### config.mk
export PLATFORM = sky130hd
export DESIGN_NAME = output_buffer_drain
export DESIGN_NICKNAME = d
export VERILOG_FILES = /design/src/rtl/output_buffer_drain.sv
export SDC_FILE = /design/constraint.sdc
export NUM_CORES = 2
export LEC_CHECK = 0
export BUFFER_PORTS_ARGS = -buffer_cell sky130_fd_sc_hd__clkbuf_2
export CAP_MARGIN = 20
export CORE_MARGIN = 4
export CORE_UTILIZATION = 40
export CTS_CLUSTER_SIZE = 40
export DETAILED_ROUTE_END_ITERATION = 10
export GPL_ROUTABILITY_DRIVEN = 1
export PLACE_DENSITY = 0.72
export REMOVE_ABC_BUFFERS = 1
export SETUP_SLACK_MARGIN = 0.2
export SLEW_MARGIN = 20
export SYNTH_ARGS = -nofsm -noshare
export SYNTH_HDL_FRONTEND = slang
export SYNTH_SLANG_ARGS = --single-unit
### constraint.sdc
create_clock -name CLK -period 34.3 [get_ports CLK]
set_clock_uncertainty 0.15 [all_clocks]
set_input_delay 3.43 -clock CLK [delete_from_list [all_inputs] [get_ports CLK]]
set_output_delay 3.43 -clock CLK [all_outputs]
set_load 0.01 [all_outputs]
### src/rtl/output_buffer_drain.sv
// rtl/output_buffer_drain.sv - reads rows from the output buffer and streams them as 32-bit words
module output_buffer_drain #(
    parameter int ADDR_W = 6,
    parameter int ROW_W  = 512,
    parameter int WORD_W = 32
) (
    input  logic              CLK,
    input  logic              RST,
    input  logic              start,
    input  logic [ADDR_W-1:0] base_addr,
    input  logic [ADDR_W:0]   num_rows,
    output logic              busy,
    output logic              done,
    output logic              buf_CEN,
    output logic              buf_WEN,
    output logic [ADDR_W-1:0] buf_A,
    output logic              buf_RETN,
    input  logic [ROW_W-1:0]  buf_Q,
    output logic [WORD_W-1:0] out_data,
    output logic              out_valid,
    input  logic              out_ready,
    output logic              out_last
);

    localparam int LANES  = ROW_W / WORD_W;
    localparam int LANE_W = $clog2(LANES);

    localparam logic [LANE_W-1:0] LAST_LANE = LANE_W'(LANES - 1);
    localparam logic [LANE_W-1:0] ONE_LANE  = LANE_W'(1);
    localparam logic [ADDR_W-1:0] ONE_ADDR  = ADDR_W'(1);
    localparam logic [ADDR_W:0]   ONE_ROW   = (ADDR_W + 1)'(1);
    localparam logic [ADDR_W:0]   NO_ROWS   = '0;

    typedef enum logic [1:0] {
        IDLE,
        REQ,
        CAPT,
        SEND
    } state_t;

    state_t              state;
    logic [ADDR_W-1:0]   cur_addr;
    logic [ADDR_W:0]     rows_left;
    logic [LANE_W-1:0]   lane;
    logic [ROW_W-1:0]    hold;
    logic [LANE_W-1:0]   lane_next;
    logic [ADDR_W-1:0]   addr_next;
    logic                final_row;

    assign lane_next = lane + ONE_LANE;
    assign addr_next = cur_addr + ONE_ADDR;
    assign final_row = (rows_left == ONE_ROW);

    // Retention is released one cycle after reset drops and stays high from then on
    always_ff @(posedge CLK or posedge RST) begin
        if (RST) begin
            buf_RETN <= 1'b0;
        end else begin
            buf_RETN <= 1'b1;
        end
    end

    // Job FSM: one read strobe per row, capture the row, then serialise its lanes
    always_ff @(posedge CLK or posedge RST) begin
        if (RST) begin
            state     <= IDLE;
            cur_addr  <= '0;
            rows_left <= '0;
            lane      <= '0;
            hold      <= '0;
            busy      <= 1'b0;
            done      <= 1'b0;
            buf_CEN   <= 1'b1;
            buf_WEN   <= 1'b1;
            buf_A     <= '0;
            out_data  <= '0;
            out_valid <= 1'b0;
            out_last  <= 1'b0;
        end else begin
            done    <= 1'b0;
            buf_WEN <= 1'b1;
            case (state)
                IDLE: begin
                    if (start) begin
                        if (num_rows == NO_ROWS) begin
                            // Empty job: acknowledge without touching the buffer
                            done <= 1'b1;
                        end else begin
                            cur_addr  <= base_addr;
                            rows_left <= num_rows;
                            buf_CEN   <= 1'b0;
                            buf_A     <= base_addr;
                            busy      <= 1'b1;
                            state     <= REQ;
                        end
                    end
                end
                REQ: begin
                    buf_CEN <= 1'b1;
                    state   <= CAPT;
                end
                CAPT: begin
                    // Q is only valid for this one cycle, so the whole row is held locally
                    hold      <= buf_Q;
                    lane      <= '0;
                    out_valid <= 1'b1;
                    out_data  <= buf_Q[WORD_W-1:0];
                    out_last  <= final_row && (LAST_LANE == '0);
                    state     <= SEND;
                end
                SEND: begin
                    if (out_ready) begin
                        if (lane == LAST_LANE) begin
                            out_valid <= 1'b0;
                            out_last  <= 1'b0;
                            out_data  <= '0;
                            rows_left <= rows_left - ONE_ROW;
                            cur_addr  <= addr_next;
                            if (final_row) begin
                                busy  <= 1'b0;
                                done  <= 1'b1;
                                state <= IDLE;
                            end else begin
                                buf_CEN <= 1'b0;
                                buf_A   <= addr_next;
                                state   <= REQ;
                            end
                        end else begin
                            lane     <= lane_next;
                            out_data <= hold[lane_next*WORD_W +: WORD_W];
                            out_last <= final_row && (lane_next == LAST_LANE);
                        end
                    end
                end
                default: state <= IDLE;
            endcase
        end
    end

endmodule

# After elaboration in Yosys (flattened, before gate mapping)
# Index checks and enable logic that the tools add are counted.
dict set report totals {
  output_inout_bits 45
  inputBits 529
  reg_bits 575
}
dict set report classes {
  mux 50
  eq_ne 13
  n_addsub 3
  n_reduce_logical 14
  shift 1
}
# cell n
set ops {}
lappend ops {{$shiftx A512 B10 Y32} 1}
lappend ops {{$mux W32} 2}
lappend ops {{$pmux W32 S2} 1}
lappend ops {{$mux W6} 7}
lappend ops {{$mux W7} 4}
lappend ops {{$pmux W6 S2} 2}
lappend ops {{$mux W1} 20}
lappend ops {{$reduce_and A6 Y1} 3}
lappend ops {{$ne A2 B2 Y1 const B} 7}
lappend ops {{$pmux W7 S2} 1}
lappend ops {{$eq A4 B4 Y1 const B} 2}
lappend ops {{$mux W2} 4}
lappend ops {{$mux W4} 2}
lappend ops {{$pmux W1 S2} 4}
lappend ops {{$pmux W2 S4} 1}
lappend ops {{$pmux W4 S2} 1}
lappend ops {{$eq A7 B1 Y1 const B} 1}
lappend ops {{$logic_not A7 Y1} 1}
lappend ops {{$sub A7 B1 Y7 const B} 1}
lappend ops {{$add A6 B1 Y6 const B} 1}
lappend ops {{$reduce_and A3 Y1} 2}
lappend ops {{$reduce_and A5 Y1} 1}
lappend ops {{$add A4 B1 Y4 const B} 1}
lappend ops {{$eq A2 B2 Y1 const B} 2}
lappend ops {{other kinds (8)} 9}

# Longest topological paths before layout
dict set report depth {
  word_depth 6
  ltp_mapped 10
  depth_no_buf 6
}

# Least setup slack after synthesis
# OpenSTA, ideal clock, no wires.
dict set report synth_timing {
  kind {input-to-reg}
  startpoint {input num_rows[0]}
  endpoint {register buf_A[3]}
  arrival_time_ns 4.814
  setup_ns 0.128
  path_stages 4
  path_slack_ns 29.209
  t_required_ns 34.022
  path_cell_list {or4_1 o221a_2 o211ai_2 mux2_1}
}
dict set report synth_via {
  elab_chain_len 3
}
# item line_no
set synth_lines {}
lappend synth_lines {{start, declared} 11} ;# input logic [ADDR_W:0] num_rows,
lappend synth_lines {{$logic_not A7 Y1} 85} ;# if (num_rows == NO_ROWS) begin
lappend synth_lines {{$ne A2 B2 Y1 (no line)} n/a}
lappend synth_lines {{$reduce_and A6 Y1 (no line)} n/a}
lappend synth_lines {{end signal, assigned} 92} ;# buf_A <= base_addr;
lappend synth_lines {{end signal, assigned} 125} ;# buf_A <= addr_next;
lappend synth_lines {{end, declared} 16} ;# output logic [ADDR_W-1:0] buf_A,
# Every way passes these cells.
# A chain may end at the register's enable or synchronous reset.

==> summary by stage <==
Drt
The aggregate routed wire length is 70400 µm. The pre-antenna-repair detailed-routing pass consisted of 5 iterations. In the routed design, unresolved DRC markers number 0. The routed wire length per instance is 22.3 µm. Using the TritonRoute via totals, the vias-per-cell ratio works out to 5.39. The number of violations reported at the end of detailed-routing iteration 0 is 1239. The final route contains 17.0k vias. The number of nets still failing antenna checks after routing is 0.

Critical path
The worst setup path is captured at an async pin. The launching element type of the critical path is an input port. Data on the critical path arrives at its endpoint at 6.06 ns. The biggest fanout along the worst timing path is approximately 130. STA puts the critical path data required time at approximately 35 ns. The kind of critical path is input port to async pin.

Global route
The maximum number of pins on one net before global-route repair is roughly 190. The busiest layer in global routing is met2. The initial antenna violation count was 18. In the global route stage, met1 resource usage came out at 0.246.

Summed over all layers, the global routing overflow is 0. The overall fraction of global-route tracks in use is 0.198. The first-pass GRT wire length is 110000 µm. The number of global-route vias before repair is 19.2k.

The met3 layer usage reported by global route is 0.0495. For this run, global-route usage on met2 was measured as 0.342.

Clocking
The number of instances resized during post-cts repair is 0. The TritonCTS buffer count is 61. The H-tree was split into 2 levels. In this run the deepest clock path goes through 3 buffers. TritonCTS built the clock tree. In this run the post-CTS setup repair buffer count came out at 0.

The root buffer cell is clkbuf_16. For this design, the CTS-stage hold fixing added 0 buffers. The clock reaches the later pin of the worst-skew pair after ~0.6 ns. The CTS clock-pin slew for the worst setup and hold paths is 0.06 ns.

The number of sinks on the clock net is 575.

Timing
Headroom to the max-slew limit came out at 0.241. The clock period minus worst slack is 5.61 ns. Dividing the final minimum period by the clock period gives 0.164. The final setup violation count is 0.

Static timing analysis puts the maximum clock frequency at approximately 0.18 GHz. The sum of negative setup slack is 0 ns. The final hold slack is 0.329 ns. Setup repair after global routing left no endpoint under its margin. At the pin with the least slew margin, the transition time is 1.13 ns.

Setup slack on the critical path of the routed design comes to 28.69 ns. The final-report max-slew violation count is 0. The hold violation count in the final report came to 0.

Synth
The number of synthesized flops with an enable pin is 0. The async set-reset flop share out of synthesis is 1.00. The summed instance area of the synthesized netlist is 0.0263 mm². A synthesized cell averages 15.4 µm². The share of the Yosys chip area taken by registers is 0.548. The register bit total from synthesis is 575. Among all flip-flop cells after synthesis, the most frequent one is dfrtp_1. The number of synthesis warnings is 0.

The number of unique standard cell types used by synthesis is 52. The post-synthesis instance total is 1709.

Cells and area
The total of fill cells in the finished design is around 5.6k. At the end of the flow, the number of nets in the layout was 2781. The area growth from synthesis to final layout is 21.8%.

The fraction of final layout cells sized beyond drive strength 1 is 0.362.

Power and ir drop
The leakage power of the design is 14.4 nW. Dividing total power by cell area gives a power density of between 100 and 150 mW/mm². IR analysis of the VDD net gives a maximum drop of 0.0000694 V.

Worst hold path
The worst hold-check path type is register to register.

Floorplan
Measured along the y axis, the die boundary spans 264 µm. The I/O pin total is 574. The horizontal die dimension is 264 µm. The effective utilization at floorplan is 0.406. The placeable core area is 0.0647 mm². The floorplan has 93 rows. The floorplan step defined a die boundary enclosing roughly 0.07 mm².

Placement
The global placement routability congestion is 0.835. In this run the tool buffered the top-level ports with about 570 buffer cells. Once detailed placement completed, the half-perimeter wirelength came to 49900 µm. Before CTS, the worst setup slack after placement is 27.94 ns.

Outcome
The flow ran to the end, and the final reports show no timing, DRC or antenna violations.

Flow run
Across the run, the number of max-cap violations was 0.
[cell usage after synthesis (8+ instances only)]
library cell | number | share of area
buf_1 | 35 | 0.0050
ha_1 | 10 | 0.0048
mux2_1 | 551 | 0.24
nand2_1 | 45 | 0.0064
mux2i_1 | 67 | 0.026
clkbuf_1 | 44 | 0.0063
buf_2 | 40 | 0.0076
dfrtp_1 | 574 | 0.55
nand3_1 | 13 | 0.0025
nor2_1 | 14 | 0.0020
o21ai_1 | 8 | 0.0015
o21ai_0 | 70 | 0.013
a21oi_1 | 10 | 0.0019
o221ai_1 | 32 | 0.011
mux4_2 | 128 | 0.11
[where the power goes]
part | internal (mW) | switching, mW | leakage, nW
clock | 0.392 | 0.269 | 0.996
combinational | 0.696 | 0.633 | 6.68
sequential | 1.03 | 0.191 | 6.76
total | 2.12 | 1.09 | 14.4
[per-layer routing]
layer | vias up | share of wire
met1 | 8860 | 0.39
met5 | - | 0.00084
li1 | 7491 | -
met2 | 525 | 0.51
met3 | 121 | 0.070
met4 | 10 | 0.026
[path summary, 6_finish.rpt]
kind,slack (ns),start,endpoint,cells past startpoint
setup / recovery,28.69,RST,hold[156],4
hold / removal,0.33,hold[46],hold[46],1
setup reg to reg,30.23,state[0],hold[240],5
hold reg to reg,0.33,hold[46],hold[46],1
max in group CLK,29.07,out_ready,out_data[14],6
min in group asynchronous,2.86,RST,hold[181],2
[worst max-delay path: stages]
cell and delay, ns:
clkbuf_2 0.12, inv_8 0.60, buf_4 0.84, buf_4 0.89
[stage by stage]
stage	std cells	utilization	cell area (µm²)	total power, mW
after detailed placement	3034	0.463	30000	2.58
after global placement	3034	0.463	30000	2.50
after CTS	3144	0.494	32000	3.25
after global routing	3154	0.495	32000	3.42
after floorplan	1589	-	25800	2.38
final	3155	0.495	32000	3.22
[layout make-up]
class / count / area (µm²) / area share
multi-input combinational: 1006 / 11400 / 0.357
tap: 855 / 1070 / 0.0334
inverter: 8 / 37.5 / 0.00117
timing repair buffer: 590 / 3040 / 0.0949
clock inverter: 13 / 151 / 0.00473
sequential: 575 / 14400 / 0.450
antenna: 11 / 27.5 / 0.000860
clock buffer: 97 / 1860 / 0.0583
[cells in the final DEF (no fill, tap or decap), drive strengths merged, types with 2 or more instances in the layout]
| cell type | count |
|---|---|
| o22a | 2 |
| nand2 | 45 |
| o21ai | 78 |
| nor3 | 6 |
| conb | 2 |
| a31oi | 2 |
| mux2 | 552 |
| inv | 11 |
| nor2 | 15 |
| o32ai | 3 |
| a2bb2oi | 3 |
| mux2i | 67 |
| o22ai | 3 |
| xor2 | 4 |
| a21oi | 10 |
| nand2b | 3 |
| bufinv | 3 |
| nand3 | 13 |
| clkinv | 7 |
| nand3b | 2 |
| buf | 18 |
| dfrtp | 574 |
| mux4 | 128 |
| nor4b | 2 |
| a211oi | 2 |
| clkbuf | 669 |
| ha | 10 |
| diode | 11 |
| a221oi | 3 |
| o211ai | 2 |
| o221ai | 33 |
| and2 | 2 |
[flip-flops by register name (all words and copies together) (netlist names)]
register / cells
hold: 512
out_data: 32
rows_left: 7
buf_A: 6
cur_addr: 6
lane: 4
state: 2
buf_CEN: 1
buf_RETN: 1
busy: 1
done: 1
out_last: 1
out_valid: 1
[cell families (layout without fill, tap and decap cells)]
group,Yosys count,after routing,share of synthesized area
xor+xnor,5,5,0.00167
other cells,1,13,0.000143
mux,747,747,0.372
simple gates,94,94,0.0166
buf+inv,129,708,0.0206
flops,575,575,0.548
fa+ha+maj,10,10,0.00476
compound gates,148,148,0.0369
Note: power is estimated with default switching activity, not from simulation.
